`src/rtl/wb_queue_pkg.sv`:
```
// Shared writeback types: queue entry layout, register bitmap and default sizes.
package wb_queue_pkg;

   localparam int unsigned WB_DEPTH = 4;
   localparam int unsigned WB_XLEN  = 64;

   typedef logic [31:0] regs_t;

   typedef struct packed {
      logic [4:0]         rd;
      logic [WB_XLEN-1:0] data;
   } wb_entry_t;

   function automatic regs_t reg_onehot(input logic [4:0] r);
      return regs_t'(1) << r;
   endfunction

endpackage

```
`src/rtl/wb_lookup.sv`:
```
// Newest-match search over the occupied part of the writeback ring, walked from head by age.
module wb_lookup
   import wb_queue_pkg::*;
#(
   parameter int unsigned DEPTH = WB_DEPTH,
   localparam int unsigned PTR_W = $clog2(DEPTH),
   localparam int unsigned CNT_W = $clog2(DEPTH + 1)
) (
   input  wb_entry_t [DEPTH-1:0] entries,
   input  logic [PTR_W-1:0]      head,
   input  logic [CNT_W-1:0]      count,
   input  logic [4:0]            look_reg,
   output logic                  hit,
   output logic [WB_XLEN-1:0]    data
);

   always_comb begin
      hit  = 1'b0;
      data = '0;
      // Oldest first, so the last match seen is the newest one.
      for (int unsigned i = 0; i < DEPTH; i++) begin
         if (CNT_W'(i) < count && look_reg != 5'd0 &&
             entries[head + PTR_W'(i)].rd == look_reg) begin
            hit  = 1'b1;
            data = entries[head + PTR_W'(i)].data;
         end
      end
   end

endmodule

```
`src/rtl/wb_queue.sv`:
```
// Two-producer writeback queue feeding the single register file write port, with
// busy scoreboard and bypass lookups. XLEN must match the package entry width.
module wb_queue
   import wb_queue_pkg::*;
#(
   parameter int unsigned DEPTH = WB_DEPTH,
   parameter int unsigned XLEN  = WB_XLEN,
   localparam int unsigned PTR_W = $clog2(DEPTH),
   localparam int unsigned CNT_W = $clog2(DEPTH + 1)
) (
   input  logic             clk,
   input  logic             reset,
   input  logic             alu_valid,
   output logic             alu_ready,
   input  logic [4:0]       alu_reg,
   input  logic [XLEN-1:0]  alu_data,
   input  logic             mdu_valid,
   output logic             mdu_ready,
   input  logic [4:0]       mdu_reg,
   input  logic [XLEN-1:0]  mdu_data,
   output logic             rf_we,
   output logic [4:0]       rf_waddr,
   output logic [XLEN-1:0]  rf_wdata,
   input  logic [4:0]       look_reg1,
   input  logic [4:0]       look_reg2,
   output logic             look_hit1,
   output logic             look_hit2,
   output logic [XLEN-1:0]  look_data1,
   output logic [XLEN-1:0]  look_data2,
   output regs_t            busy,
   output logic [CNT_W-1:0] count
);

   wb_entry_t [DEPTH-1:0] mem_q;
   logic [PTR_W-1:0]      head_q, tail_q, alu_slot;
   logic [CNT_W-1:0]      count_q, count_d, free;
   logic                  pop, mdu_acc, alu_acc, mdu_store, alu_store;

   assign pop  = count_q != '0;
   assign free = CNT_W'(DEPTH) - count_q + CNT_W'(pop);

   // MDU is older, so the ALU only gets a slot left over after the MDU takes one.
   assign mdu_ready = free != '0;
   assign mdu_acc   = mdu_valid && mdu_ready;
   assign alu_ready = mdu_acc ? (free >= CNT_W'(2)) : (free != '0);
   assign alu_acc   = alu_valid && alu_ready;

   // x0 writes are acknowledged but dropped.
   assign mdu_store = mdu_acc && mdu_reg != 5'd0;
   assign alu_store = alu_acc && alu_reg != 5'd0;
   assign alu_slot  = tail_q + PTR_W'(mdu_store);

   assign count_d = count_q - CNT_W'(pop) + CNT_W'(mdu_store) + CNT_W'(alu_store);

   always_ff @(posedge clk) begin
      if (reset) begin
         head_q  <= '0;
         tail_q  <= '0;
         count_q <= '0;
      end else begin
         head_q  <= head_q + PTR_W'(pop);
         tail_q  <= tail_q + PTR_W'(mdu_store) + PTR_W'(alu_store);
         count_q <= count_d;
         if (mdu_store) mem_q[tail_q] <= '{rd: mdu_reg, data: mdu_data};
         if (alu_store) mem_q[alu_slot] <= '{rd: alu_reg, data: alu_data};
      end
   end

   // Suppress the write during a reset cycle so discarded entries never land.
   assign rf_we    = pop && !reset;
   assign rf_waddr = rf_we ? mem_q[head_q].rd : 5'd0;
   assign rf_wdata = rf_we ? mem_q[head_q].data : '0;
   assign count    = count_q;

   always_comb begin
      busy = '0;
      for (int unsigned i = 0; i < DEPTH; i++) begin
         if (CNT_W'(i) < count_q) busy = busy | reg_onehot(mem_q[head_q + PTR_W'(i)].rd);
      end
   end

   wb_lookup #(.DEPTH(DEPTH)) u_look1 (
      .entries  (mem_q),
      .head     (head_q),
      .count    (count_q),
      .look_reg (look_reg1),
      .hit      (look_hit1),
      .data     (look_data1)
   );

   wb_lookup #(.DEPTH(DEPTH)) u_look2 (
      .entries  (mem_q),
      .head     (head_q),
      .count    (count_q),
      .look_reg (look_reg2),
      .hit      (look_hit2),
      .data     (look_data2)
   );

endmodule

```
`config.mk`:
```
export PLATFORM = sky130hd
export DESIGN_NAME = wb_queue
export DESIGN_NICKNAME = d
export VERILOG_FILES = /design/src/rtl/wb_queue_pkg.sv /design/src/rtl/wb_lookup.sv /design/src/rtl/wb_queue.sv
export SDC_FILE = /design/constraint.sdc
export NUM_CORES = 1
export LEC_CHECK = 0
export BUFFER_PORTS_ARGS = -buffer_cell sky130_fd_sc_hd__buf_2
export CAP_MARGIN = 20
export CORE_ASPECT_RATIO = 1.25
export CORE_UTILIZATION = 35
export DETAILED_ROUTE_END_ITERATION = 10
export PLACE_DENSITY = 0.52
export SLEW_MARGIN = 10
export SYNTH_ARGS = -nofsm -noshare
export SYNTH_HDL_FRONTEND = slang
export SYNTH_SLANG_ARGS = --single-unit
```
`constraint.sdc`:
```
create_clock -name clk -period 20.9 [get_ports clk]
set_clock_uncertainty 0.15 [all_clocks]
set_input_delay 1.045 -clock clk [delete_from_list [all_inputs] [get_ports clk]]
set_output_delay 1.045 -clock clk [all_outputs]
set_load 0.02 [all_outputs]
```
==> flow_summary.ini <==
[run_status]
status = finished clean

[synthesis]
synthesis.nets = 3268
synthArstFlopShare_pct = 0
ys_warn_count = 0
synth_area_um2 = 26900
synth.avg_cell_area_um2 = 8.68
synth-edff-count = 276
syn-instance-count = 3106
synth_cell_type_count = 72
ys_ff_latch = 283
synth_ff_type = edfxtp_1
ys_seq_area_share_pct = 31.3

[worst_setup_path]
worst_path_largest_cell_delay_ns = 0.86
cp_data_required_time_ns = 19.70
cp_max_fo = 82
regToRegStartpoint = count[2]$_SDFF_PP0_
critPathLaunchType = register
cp-end-kind = output pin
cp_data_arrival_time_ns = 6.56
reg2regPathDepth = 10
cp_slowest_cell = buf_4
critical_path_class = reg -> out
critical_path_buf_inv_count = 4
r2r_slack_ns = 16.14
crit_cells = 11
crit_chain = buf_4, buf_4, mux4_2, xnor2_1, nand4_1, or4b_4, o21ai_4, buf_4, a21oi_1, a21oi_1, buf_2
timing.rr.end = mem_q[191]$_DFFE_PN_
crit_top_cell = buf_4
path_delay_family = buffers and inverters

[timing]
hold_viol = 0
min_period_ns = 7.76
setup_viol = 0
rsz0062_at_grt = no
drv_slew = 0
fin_ws_ns = 13.14
setup_tns_ns = 0
whs_ns = 0.513
relSlewSlack_pct = 23.9
max_clock_freq_ghz = 0.129
worstMarginPinSlew_ns = 1.14
period_share_pct = 37.1

[finish]
drive_gt1_share_pct = 22.0
syn_to_final_growth_pct = 13.2
layout.area.seq_um2 = 8440
fin_nets = 3439
fillers = 7792
multi_input_area_um2 = 17200
stdcell_area_um2 = 30500

[floorplan]
die_w_um = 250
initial_core_util_pct = 35.4
die-area_um2 = 78100
core.rowCount = 113
die_h_um = 312
ios = 389
design.core.area_um2 = 76100

[power]
finalPower_w = 0.00479
switching_share_pct = 50.5
irDropWorstVdd_v = 0.0000718
seqPwrFrac_pct = 23.4
combinationalPowerShare_pct = 62.3
p_int_w = 0.00237
switchingPower_w = 0.00242
p_leak_nw = 11.6
power_density_nw_per_um2 = 157
clockPowerShare_pct = 14.3

[clocking]
numCtsBuffers = 39
hold_buffers = 0
clock-sinks = 283
cts.repair.resized = 0
post_cts_buffers = 0
path_clk_slew_ns = 0.06
root_buffer = clkbuf_16
clk_latency_ns = 0.54
clockBufferDepth = 3
htreeDepth = 2
cts_tree = yes

[global_route]
grt.total_usage_pct = 27.4
grt-ovfl-total = 0
grt_max_degree = 155
grt_pass1_wl_um = 164000
grt_pass1_vias = 24995
antenna_found_initial = 29

[place]
io_buffers = 388
dpl_worst_slack_ns = 13.79
dpl_cell_area_um2 = 29200
routabilityCongestion = 0.970
dp.final_hpwl_um = 71300

[flow_run]
max_cap_violations = 0

[min_path]
hold_path_end = mem_q[174]$_DFFE_PN_
whs_path_depth = 2
hold_path.startpoint = mem_q[174]$_DFFE_PN_
hp-class = reg -> reg

[route]
via_per_inst = 6.05
drt-total-wl_um = 111000
ant_nets = 0
drt-initial-drc-count = 2295
drc = 0
wire_per_inst_um = 25.9
firstDrtPassIters = 5
num_vias = 25954
## metal layers
metal  global-route usage, %  share of wire (%)  vias to the layer above
met1                    35.3                 42                    12497
met2                    45.0                 47                     1136
li1                        -                  -                    12034
met5                       0              0.087                        -
met4                    12.2                4.4                       18
met3                    4.64                6.8                      269
## layout by cell type, fill, tap and decap left out, types with 39 or more instances in the layout
cell type,instances
o21ai_0,382
nand2_1,465
a21oi_1,141
nor3_1,67
clkbuf_16,39
a311o_1,40
o2bb2ai_1,47
edfxtp_1,276
a311oi_1,41
mux2_2,161
nor2_1,247
mux2i_1,429
buf_2,388
a211oi_1,96
## cells in the mapped netlist (21+ instances only)
library cell / instances / area share [%]
o21ai_0: 383 / 7.1
o2bb2ai_1: 47 / 1.5
and2_1: 36 / 0.84
nand3_1: 29 / 0.54
edfxtp_1: 276 / 31
buf_1: 21 / 0.29
o22ai_1: 22 / 0.51
xnor2_1: 30 / 0.98
a21oi_1: 141 / 2.6
mux2i_1: 429 / 16
nor2_1: 250 / 3.5
buf_2: 62 / 1.2
mux2_2: 161 / 6.7
clkbuf_1: 195 / 2.7
a311oi_1: 41 / 1.3
a311o_1: 40 / 1.5
nor2b_1: 27 / 0.63
a221oi_2: 35 / 2.0
nand2_1: 467 / 6.5
nor3_1: 70 / 1.3
a211oi_1: 96 / 2.7
## per-stage QoR
stage | std cells | utilization, %
after global routing | 4289 | 40.1
after detailed placement | 4213 | 38.4
after CTS | 4277 | 40.1
after floorplan | 3106 | -
after global placement | 4213 | 38.4
final | 4289 | 40.1
## sequential cells by signal, indices dropped and copies added, names as in the netlist
| register | cells |
|---|---|
| count | 3 |
| mem_q | 276 |
| tail_q | 2 |
| head_q | 2 |
## worst reg2reg max path: cells and delay by family, from the launching register on
family                   cells  cell delay (ns)
buffers and inverters        3             1.62
AND/OR/NAND/NOR              4             1.35
flip-flops                   1             0.63
adder cells (fa/ha/maj)      1             0.34
multiplexers                 1             0.30
AO/OA/AOI/OAI                1             0.10
## logic make-up after synthesis
group	synth area share [%]
and+or+nand+nor	14.7
AOI/OAI and AO/OA	22.6
muxes	24.4
buffers and inverters	5.18
DFF	31.3
xor gates and xnor gates	1.40
adders and majority gates	0.492
## worst max-delay path by stage
stage                               startpoint             end  slack, ns
after floorplan                          reset    rf_wdata[19]      11.31
after global placement    head_q[0]$_SDFF_PP0_  look_data2[21]      13.84
after detailed placement  head_q[0]$_SDFF_PP0_  look_data2[21]      13.79
after CTS                 head_q[0]$_SDFF_PP0_  look_data2[21]      13.19
after global routing      head_q[0]$_SDFF_PP0_  look_data2[21]      12.81
final                     head_q[0]$_SDFF_PP0_  look_data2[21]      13.14
## layout make-up
class | instances | area share (%)
clock inverters | 18 | 0.800
flip-flops and latches | 283 | 27.7
clock buffers | 46 | 3.29
diodes | 12 | 0.0984
well taps | 977 | 4.01
inverters | 21 | 0.308
multi-input cells | 2506 | 56.5
repair buffers | 426 | 7.38
## power groups by stage
stage / logic (W) / registers [W] / clock network (W)
floorplan: 0.00216 / 0.00103 / 0
global placement: 0.00294 / 0.00112 / 0
detailed placement: 0.00294 / 0.00112 / 0
CTS: 0.00295 / 0.00112 / 0.000702
global route: 0.00323 / 0.00115 / 0.000717
finish: 0.00298 / 0.00112 / 0.000687
No activity file was read; power rests on OpenSTA's default activity.
